--- src/rtl/game_state_engine.sv ---
// Pac-man style game core: movement ticks, pacman/ghost motion with arena
// clamping, ghost collision detection and the PLAY/DYING/RESPAWN/OVER life cycle.
module game_state_engine #(
    parameter int NUM_GHOSTS  = 4,
    parameter int TICK_DIV    = 2,
    parameter int PAC_STEP    = 1,
    parameter int GHOST_STEP  = 1,
    parameter int X_MIN       = 16,
    parameter int X_MAX       = 1008,
    parameter int Y_MIN       = 16,
    parameter int Y_MAX       = 752,
    parameter int HIT_DIST    = 16,
    parameter int LIVES       = 3,
    parameter int DEATH_TICKS = 60,
    parameter int PAC_RST_X   = 967,
    parameter int PAC_RST_Y   = 66,
    parameter logic [43:0] GHOST_RST_X = {11'd663, 11'd615, 11'd503, 11'd615},
    parameter logic [39:0] GHOST_RST_Y = {10'd434, 10'd258, 10'd66, 10'd370}
) (
    input  logic                       clk,
    input  logic                       rst,
    input  logic                       rbtn,
    input  logic                       lbtn,
    input  logic                       ubtn,
    input  logic                       dbtn,
    input  logic [4*NUM_GHOSTS-1:0]    ghost_dir,
    output logic [10:0]                pacman_pos_x,
    output logic [9:0]                 pacman_pos_y,
    output logic [11*NUM_GHOSTS-1:0]   ghost_pos_x,
    output logic [10*NUM_GHOSTS-1:0]   ghost_pos_y,
    output logic [3:0]                 pacman_dir,
    output logic                       move_tick,
    output logic                       pacman_is_dead,
    output logic [2:0]                 lives_left,
    output logic                       game_over,
    output logic [1:0]                 state
);
    localparam logic [1:0] S_PLAY = 2'b00, S_DYING = 2'b01, S_RESPAWN = 2'b10, S_OVER = 2'b11;
    localparam int TICK_W  = (TICK_DIV > 1) ? $clog2(TICK_DIV) : 1;
    localparam int DEATH_W = $clog2(DEATH_TICKS + 1);
    localparam logic [TICK_W-1:0]  TICK_LAST  = TICK_W'(TICK_DIV - 1);
    localparam logic [DEATH_W-1:0] DEATH_LAST = DEATH_W'(DEATH_TICKS - 1);
    localparam logic signed [11:0] X_LO = 12'(X_MIN), X_HI = 12'(X_MAX);
    localparam logic signed [11:0] Y_LO = 12'(Y_MIN), Y_HI = 12'(Y_MAX);
    localparam logic signed [11:0] PAC_S = 12'(PAC_STEP), GHOST_S = 12'(GHOST_STEP);
    localparam logic signed [11:0] HIT_S = 12'(HIT_DIST);

    // Signed 12-bit arithmetic keeps a step below the lower bound from wrapping.
    function automatic logic [10:0] step_clamp(input logic [10:0] pos, input logic inc,
                                               input logic dec, input logic signed [11:0] step,
                                               input logic signed [11:0] lo,
                                               input logic signed [11:0] hi);
        logic signed [11:0] cur;
        logic signed [11:0] nxt;
        cur = signed'({1'b0, pos});
        nxt = cur;
        if (inc)
            nxt = cur + step;
        else if (dec)
            nxt = cur - step;
        if (nxt < lo)
            nxt = lo;
        else if (nxt > hi)
            nxt = hi;
        return nxt[10:0];
    endfunction

    logic [1:0]          state_q, state_d;
    logic [10:0]         pac_x_q, pac_x_d;
    logic [9:0]          pac_y_q, pac_y_d;
    logic [3:0]          pac_dir_q, pac_dir_d;
    logic [TICK_W-1:0]   tick_cnt_q, tick_cnt_d;
    logic                move_tick_q, move_tick_d;
    logic                dead_q;
    logic [2:0]          lives_q, lives_d;
    logic [DEATH_W-1:0]  death_cnt_q, death_cnt_d;
    logic [NUM_GHOSTS-1:0] hit;
    logic                collide, move_en, load_rst;
    logic                unused_pac_y_msb;

    always_ff @(posedge clk) begin
        if (rst)
            state_q <= S_PLAY;
        else
            state_q <= state_d;
    end

    always_comb begin
        state_d = state_q;
        case (state_q)
            S_PLAY:    if (collide) state_d = S_DYING;
            S_DYING:   if (move_tick_q && death_cnt_q == DEATH_LAST)
                           state_d = (lives_q == 3'd0) ? S_OVER : S_RESPAWN;
            S_RESPAWN: state_d = S_PLAY;
            default:   state_d = S_OVER;
        endcase
    end

    always_comb begin
        collide   = (state_q == S_PLAY) && (|hit);
        move_en   = (state_q == S_PLAY) && move_tick_q && !collide;
        load_rst  = (state_q == S_RESPAWN);
        game_over = (state_q == S_OVER);
    end

    always_comb begin
        tick_cnt_d = tick_cnt_q;
        if (state_q == S_RESPAWN)
            tick_cnt_d = '0;
        else if (state_q != S_OVER)
            tick_cnt_d = (tick_cnt_q == TICK_LAST) ? '0 : tick_cnt_q + 1'b1;
        move_tick_d = (state_d != S_OVER) && (tick_cnt_d == TICK_LAST);

        death_cnt_d = death_cnt_q;
        if (state_d != S_DYING)
            death_cnt_d = '0;
        else if (state_q == S_DYING && move_tick_q)
            death_cnt_d = death_cnt_q + 1'b1;

        lives_d = collide ? lives_q - 3'd1 : lives_q;

        pac_dir_d = pac_dir_q;
        if (load_rst)
            pac_dir_d = 4'b0000;
        else if (state_q == S_PLAY) begin
            if (rbtn)      pac_dir_d = 4'b0001;
            else if (lbtn) pac_dir_d = 4'b1000;
            else if (ubtn) pac_dir_d = 4'b0010;
            else if (dbtn) pac_dir_d = 4'b0100;
        end
    end

    // Screen coordinates: UP decreases y, DOWN increases y.
    assign pac_x_d = step_clamp(pac_x_q, pac_dir_q[0], pac_dir_q[3], PAC_S, X_LO, X_HI);
    assign {unused_pac_y_msb, pac_y_d} =
        step_clamp({1'b0, pac_y_q}, pac_dir_q[2], pac_dir_q[1], PAC_S, Y_LO, Y_HI);

    always_ff @(posedge clk) begin
        if (rst) begin
            pac_x_q     <= 11'(PAC_RST_X);
            pac_y_q     <= 10'(PAC_RST_Y);
            pac_dir_q   <= 4'b0000;
            tick_cnt_q  <= '0;
            move_tick_q <= 1'b0;
            dead_q      <= 1'b0;
            lives_q     <= 3'(LIVES);
            death_cnt_q <= '0;
        end else begin
            pac_dir_q   <= pac_dir_d;
            tick_cnt_q  <= tick_cnt_d;
            move_tick_q <= move_tick_d;
            dead_q      <= collide;
            lives_q     <= lives_d;
            death_cnt_q <= death_cnt_d;
            if (load_rst) begin
                pac_x_q <= 11'(PAC_RST_X);
                pac_y_q <= 10'(PAC_RST_Y);
            end else if (move_en) begin
                pac_x_q <= pac_x_d;
                pac_y_q <= pac_y_d;
            end
        end
    end

    genvar gi;
    generate
        for (gi = 0; gi < NUM_GHOSTS; gi++) begin : g_ghost
            logic [10:0]        x_q, x_d;
            logic [9:0]         y_q, y_d;
            logic [3:0]         dir;
            logic               valid;
            logic               unused_y_msb;
            logic signed [11:0] dx, dy;

            assign dir   = ghost_dir[gi*4 +: 4];
            assign valid = $onehot(dir);
            assign x_d   = step_clamp(x_q, valid & dir[0], valid & dir[3], GHOST_S, X_LO, X_HI);
            assign {unused_y_msb, y_d} =
                step_clamp({1'b0, y_q}, valid & dir[2], valid & dir[1], GHOST_S, Y_LO, Y_HI);

            always_ff @(posedge clk) begin
                if (rst || load_rst) begin
                    x_q <= GHOST_RST_X[gi*11 +: 11];
                    y_q <= GHOST_RST_Y[gi*10 +: 10];
                end else if (move_en) begin
                    x_q <= x_d;
                    y_q <= y_d;
                end
            end

            assign dx = signed'({1'b0, pac_x_q}) - signed'({1'b0, x_q});
            assign dy = signed'({2'b00, pac_y_q}) - signed'({2'b00, y_q});
            assign hit[gi] = (dx < HIT_S) && (dx > -HIT_S) && (dy < HIT_S) && (dy > -HIT_S);
            assign ghost_pos_x[gi*11 +: 11] = x_q;
            assign ghost_pos_y[gi*10 +: 10] = y_q;
        end
    endgenerate

    assign pacman_pos_x   = pac_x_q;
    assign pacman_pos_y   = pac_y_q;
    assign pacman_dir     = pac_dir_q;
    assign move_tick      = move_tick_q;
    assign pacman_is_dead = dead_q;
    assign lives_left     = lives_q;
    assign state          = state_q;
endmodule

--- config.mk ---
export PLATFORM = sky130hd
export DESIGN_NAME = game_state_engine
export DESIGN_NICKNAME = d
export VERILOG_FILES = /design/src/rtl/game_state_engine.sv
export SDC_FILE = /design/constraint.sdc
export NUM_CORES = 1
export LEC_CHECK = 0
export BUFFER_PORTS_ARGS = -buffer_cell sky130_fd_sc_hd__buf_4
export CAP_MARGIN = 20
export CORE_MARGIN = 3
export CORE_UTILIZATION = 40
export CTS_BUF_LIST = sky130_fd_sc_hd__clkbuf_2 sky130_fd_sc_hd__clkbuf_4 sky130_fd_sc_hd__clkbuf_8
export CTS_CLUSTER_SIZE = 12
export DETAILED_ROUTE_END_ITERATION = 12
export GPL_ROUTABILITY_DRIVEN = 0
export GPL_TIMING_DRIVEN = 0
export SYNTH_ARGS = -nofsm -noshare
export SYNTH_HDL_FRONTEND = slang
export SYNTH_SLANG_ARGS = --single-unit
--- constraint.sdc ---
create_clock -name clk -period 9.1 [get_ports clk]
set_clock_uncertainty 0.1 [all_clocks]
set_input_delay 0.455 -clock clk [delete_from_list [all_inputs] [get_ports clk]]
set_output_delay 0.455 -clock clk [all_outputs]
set_load 0.02 [all_outputs]
==> metrics, run 1 <==
min Tclk post-route just under 6 ns; hold bufs inserted after CTS 0; global-route wire length before repair 94,900 um; Routed WL around 62,000 um; Max Cap Viol 0; DIE WIDTH 200 um; initial core utilization 0.410; Crit Path Class register to register; Post-synth EDFFs 0; Worst-path clk slew 0.10 ns; critical path arrival 6.08 ns; H-tree Lvls 4; crit-path max FO 10; fill count ~3,800; CTS Buf Count 17; WL per Instance 22.6 um; Post-Route Utilization 0.465; Synth warnings 0; Detailed Place HPWL 46,000 um; vias in the first global route 16,400; sequential area share after synthesis 0.163; Gate Count Post-Synth 2,049; synth unique cells 97; Worst EP required 9.40 ns; count of final hold-check violations 0; post-CTS setup buffer count 0; worst-case clock buffer depth 2; setup TNS 0 ns; Ant. Diodes 0; syn_nets 2,198; CP Launch Type register; worst rel slew slack 0.218; Mapped Avg Cell Area 7.37 sq um; die height 200 um; Synth Register Bits 123; Top Ports 139; Worst Hold Class primary input to register; initial antenna violation count 1; Placeable Area 0.0369 sq mm; via-per-instance ratio 6.40; DR iter-0 viols 1,681; Worst path slowest cell nor4_2; sink count of the clock tree 123; Post-Syn Area 0.0151 sq mm; # rows 70; Slew Viols, Final 0; Max Freq 0.173 GHz; via total after detailed routing 17,400; Area Growth Syn to Fin 13.5%; critical path endpoint category register; most used cell, CP inv_1; Final ANT Viol Nets 0; dominant synthesized flop cell dfxtp_1; Async SR Flop Fraction 0; final period utilization 0.635; DR pass1 iterations 5; Setup-failing EPs final 0; clk root buf clkbuf_8; maximum vdd drop 0.0000843 V; total track usage 0.294; crit-path max cell delay between 0.9 and 1 ns; RSZ-0062 raised after global routing no; worst slew pin tran 1.17 ns; grt total ovfl 0; top cell type's share of synthesized area 0.163; ranking of synthesized cells by area dfxtp_1 16%, ha_1 9.5%, xnor2_1 5.9%; worst-path cell chain inv_1, ha_1, inv_1, fa_1, a21o_1, a221o_1, a2111oi_2, a41oi_1, and4_1, a22oi_1, a21oi_1, nor4_2, clkbuf_1, o2111ai_1, o211ai_1; # DRC 0; largest net degree at the start of global routing 18; CTS tree built; share of layout cells above drive strength 1 0.110; nets@finish roughly 2,400; pwr dens 100 mW/mm^2; die area ~0.04 sq mm; CTS-repair resized insts 0; Lkg Pwr 6.74 nW; status finished, final reports clean; latest clock arrival within the worst-skew pair between 0.4 and 0.5 ns; # port buffers 137; top cell type by total area after synthesis dfxtp_1
## registers in the layout (all words and copies together), names as in the netlist, 2 cells and up
| name | cells |
|---|---|
| pacman_pos_x | 11 |
| death_cnt_q | 6 |
| pacman_pos_y | 10 |
| lives_left | 3 |
| g_ghost.y_q | 40 |
| g_ghost.x_q | 44 |
| pacman_dir | 4 |
| state | 2 |
## synth_stat cells (51+ instances only)
cell type / count
nand2_1: 131
nand4_1: 51
o21ai_0: 102
a21oi_1: 109
nand3_1: 104
nor3_1: 85
xnor2_1: 102
nor2_1: 119
ha_1: 115
clkbuf_1: 73
inv_1: 151
dfxtp_1: 123
## worst max-delay path: cells and delay by family, from the launching register on
kind / cells / cell delay (ns)
compound gates: 8 / 2.05
flops: 1 / 0.39
simple gates: 2 / 1.10
buf+inv: 3 / 1.41
fa+ha+maj: 2 / 0.67
## through the flow
step | power (W) | instance area [sq um] | worst slack [ns] | hold WS, ns | cells
2_1_floorplan | 0.00101 | 15100 | 4.10 | 0.381 | 2049
3_3_place_gp | 0.00119 | 16800 | 3.28 | 0.405 | 2690
3_5_place_dp | 0.00120 | 16800 | 3.36 | 0.423 | 2690
4_1_cts | 0.00171 | 17100 | 3.45 | 0.141 | 2722
5_1_grt | 0.00180 | 17100 | 3.03 | 0.166 | 2722
6_report | 0.00172 | 17100 | 3.32 | 0.161 | 2722
## final timing paths
| kind | from | to | slack (ns) | cells after the start |
|---|---|---|---|---|
| worst max-delay path | pacman_pos_x[0]$_SDFFE_PP1P_ | g_ghost[1].x_q[8]$_SDFFE_PP1P_ | 3.32 | 15 |
| worst min-delay path | rbtn | pacman_dir[0]$_SDFFE_PP0P_ | 0.16 | 3 |
| worst max register to register | pacman_pos_x[0]$_SDFFE_PP1P_ | g_ghost[1].x_q[8]$_SDFFE_PP1P_ | 3.32 | 15 |
| worst min register to register | tick_cnt_q$_SDFF_PP0_ | tick_cnt_q$_SDFF_PP0_ | 0.45 | 2 |
## layout by cell type (no fill, tap or decap), types with 25 or more instances in the layout
cell and n:
a21o_1 25, a21oi_1 109, a31oi_1 47, and3_1 28, buf_4 137, clkbuf_1 73, dfxtp_1 123, ha_1 115
inv_1 151, nand2_1 131, nand2b_1 31, nand3_1 104, nand4_1 51, nor2_1 119, nor2b_1 25, nor3_1 85
nor4_1 48, o211ai_1 37, o21ai_0 102, o31ai_1 35, xnor2_1 102, xor2_1 36
## final cells by class
| cell class | instances | area (sq um) | area share |
|---|---|---|---|
| multi-input combinational | 1671 | 11600 | 0.675 |
| sequential | 123 | 2460 | 0.144 |
| timing repair buffer | 137 | 1030 | 0.0600 |
| tap | 504 | 631 | 0.0368 |
| inverter | 153 | 574 | 0.0335 |
| buffer | 102 | 498 | 0.0290 |
| clock buffer | 18 | 241 | 0.0141 |
| clock inverter | 14 | 139 | 0.00810 |
## power breakdown
part	internal (W)	leakage (nW)	switching [W]	total [W]
combinational	0.000235	5.56	0.000372	0.000607
clock	0.000225	0.181	0.000291	0.000516
sequential	0.000555	0.999	0.0000453	0.000600
## per-layer routing
layer	vias to the layer above	routed length (um)	global-route usage
met3	199	5650	0.0566
met5	-	0	0
li1	8084	-	-
met1	8251	26200	0.391
met4	0	3040	0.125
met2	875	26700	0.465
## kinds of logic (layout without fill, tap and decap cells)
| group | Yosys count | after routing | synth area share |
|---|---|---|---|
| xor+xnor | 139 | 139 | 0.0811 |
| flops | 123 | 123 | 0.163 |
| buf+inv | 255 | 424 | 0.0710 |
| compound gates | 577 | 577 | 0.263 |
| mux | 23 | 23 | 0.0153 |
| fa+ha+maj | 127 | 127 | 0.111 |
| simple gates | 805 | 805 | 0.296 |
(Power assumes the default switching activity.)
==> run 2: changes to the inputs <==
==> constraint.sdc (replaced) <==
create_clock -name clk -period 5.52 [get_ports clk]
set_clock_uncertainty 0.1 [all_clocks]
set_input_delay 0.276 -clock clk [delete_from_list [all_inputs] [get_ports clk]]
set_output_delay 0.276 -clock clk [all_outputs]
set_load 0.02 [all_outputs]
==> metrics, run 2 (same netlist as run 1, synthesis figures left out) <==
status finished, final reports clean; maximum vdd drop 0.000134 V; grt total ovfl 0; multi-input logic area 0.0117 sq mm; final period utilization 0.962; min Tclk post-route 5.31 ns; DRT met1 WL 26,000 um; most frequent cells in the layout 149 x inv_1, 140 x buf_4, 131 x nand2_1, 122 x dfxtp_1, 119 x nor2_1; # DRC 0; Area Growth Syn to Fin 14.5%; Slew Viols, Final 0; reg2reg path depth 17; DR WL met2 27,100 um; Comb pwr share 0.355; worst-case clock buffer depth 2; Max Freq 0.188 GHz; Critical Path Start pacman_pos_y[0]$_SDFFE_PP0P_; Crit Path Class register to register; initial antenna violation count 0; count of final hold-check violations 0; Worst-path clk slew 0.11 ns; Placeable Area around 0.037 sq mm; fill count 3,807; share of layout cells above drive strength 1 0.117; DIE WIDTH 200 um; Ant. Diodes 0; commonest non-fill, non-tap cell in the layout inv_1; Setup crit end g_ghost[3].x_q[4]$_SDFFE_PP1P_; # rows 70; WL per Instance 22.6 um; top layer in use met4; DR iter-0 viols 1,779; critical path endpoint category register; final instance area between 0.015 and 0.02 sq mm; RSZ-0062 raised after global routing no; total track usage 0.294; Routed WL 61,700 um; latest clock arrival within the worst-skew pair ~0.47 ns; crit-path max FO 10; net switching power 0.00117 W; die height 200 um; vias in the first global route 16,400; DR pass1 iterations 6; via total after detailed routing 17,400; Max Cap Viol 0; sink count of the clock tree 123; via-per-instance ratio approximately 6.4; largest net degree at the start of global routing 18; internal power roughly 0.0017 W; R2R Setup Slk 0.21 ns; WHS 0.0376 ns; Top reg by flops g_ghost.x_q; Setup-failing EPs final 0; clock share of power 0.298; # port buffers 137; H-tree Lvls 4; FF/Latch Area 0.00246 sq mm; Worst Hold Class primary input to register; initial core utilization 0.410; sequential group share of total power 0.347; met3 routed WL 5590 um; Final ANT Viol Nets 0; worst rel slew slack 0.221; clk root buf clkbuf_8; Detailed Place HPWL ~46,000 um; Net Sw Frac 0.412; max reg flops 44; Worst EP required 5.78 ns; CTS Buf Count 17; CP Launch Type register; nets@finish 2,360; Lkg Pwr 6.79 nW; worst slew pin tran 1.17 ns; Top Ports 139; placed cell area 0.0168 sq mm; pwr dens 165 mW/mm^2; global-route wire length before repair around 95,000 um; critical path arrival between 5 and 6 ns; reg2reg end g_ghost[3].x_q[4]$_SDFFE_PP1P_; R2R Path Start pacman_pos_y[0]$_SDFFE_PP0P_; CTS tree built; die area 0.0401 sq mm
-- run 2: changes by cell type in the layout (fill, tap and decap cells not counted), moves of 3 or more --
cell,change
buf_4,+3
clkbuf_1,-3
clkbuf_2,+3
dlygate4sd3_1,+3
nor4_4,+3
-- run 2: what timing repair did --
action	CTS	global route
resized for setup	3	19
hold buffers	3	0
setup buffers	0	3
setup endpoints to repair	24	112
cloned	0	0
endpoints found under the hold margin	3	0
-- run 2: per-layer routing --
layer  vias up  global-route usage
li1       8092                   -
met1      8235               0.390
met2       907               0.466
met3       196              0.0579
met4         0               0.127
met5         -                   0
-- run 2: per-stage QoR --
| step | setup slack [ns] | power [W] | instances | TNS (ns) | util |
|---|---|---|---|---|---|
| after global routing | 0.0315 | 0.00298 | 2728 | 0 | 0.469 |
| after global placement | -0.298 | 0.00197 | 2690 | -3.92 | 0.455 |
| after CTS | 0.0301 | 0.00281 | 2725 | 0 | 0.466 |
| final | 0.208 | 0.00285 | 2728 | 0 | 0.469 |
| after detailed placement | -0.0912 | 0.00198 | 2690 | -0.945 | 0.455 |
| after floorplan | 0.700 | 0.00167 | 2049 | 0 | - |
-- run 2: worst min-delay path by stage --
stage               cells after the start  slack, ns                    endpoint                  start
global route                            3       0.07  pacman_dir[2]$_SDFFE_PP0P_                   dbtn
CTS                                     3       0.02  pacman_dir[2]$_SDFFE_PP0P_                   dbtn
finish                                  3       0.04  pacman_dir[2]$_SDFFE_PP0P_                   dbtn
detailed placement                      2       0.42       tick_cnt_q$_SDFF_PP0_  tick_cnt_q$_SDFF_PP0_
floorplan                               2       0.31  pacman_dir[0]$_SDFFE_PP0P_                   rbtn
global placement                        2       0.40       tick_cnt_q$_SDFF_PP0_  tick_cnt_q$_SDFF_PP0_
-- run 2: cell type report --
type / count / share of cell area
plain buffers: 102 / 0.0290
well taps: 504 / 0.0365
multi-input cells: 1671 / 0.674
repair buffers: 143 / 0.0625
flip-flops and latches: 123 / 0.142
clock inverters: 14 / 0.00803
clock buffers: 18 / 0.0140
inverters: 153 / 0.0336
-- run 2: worst max-delay path: stages, from the launching register on --
cell	delay, ns
dfxtp_1	0.60
clkinvlp_4	0.39
ha_1	0.32
inv_1	0.07
fa_1	0.21
a21o_1	0.14
a21oi_1	0.11
xnor2_1	0.15
a2111oi_0	0.57
o311ai_0	0.29
or4_1	0.54
a21oi_2	0.32
or4_1	0.17
buf_2	0.27
buf_6	0.23
buf_2	0.35
nor3_1	0.09
o21ai_0	0.27
-- run 2: power groups by stage --
stage	combinational [W]	clock (W)	sequential, W
detailed placement	0.000974	0	0.00101
global placement	0.000959	0	0.00101
global route	0.00110	0.000885	0.000993
floorplan	0.000664	0	0.00101
CTS	0.000982	0.000846	0.000987
finish	0.00101	0.000849	0.000989
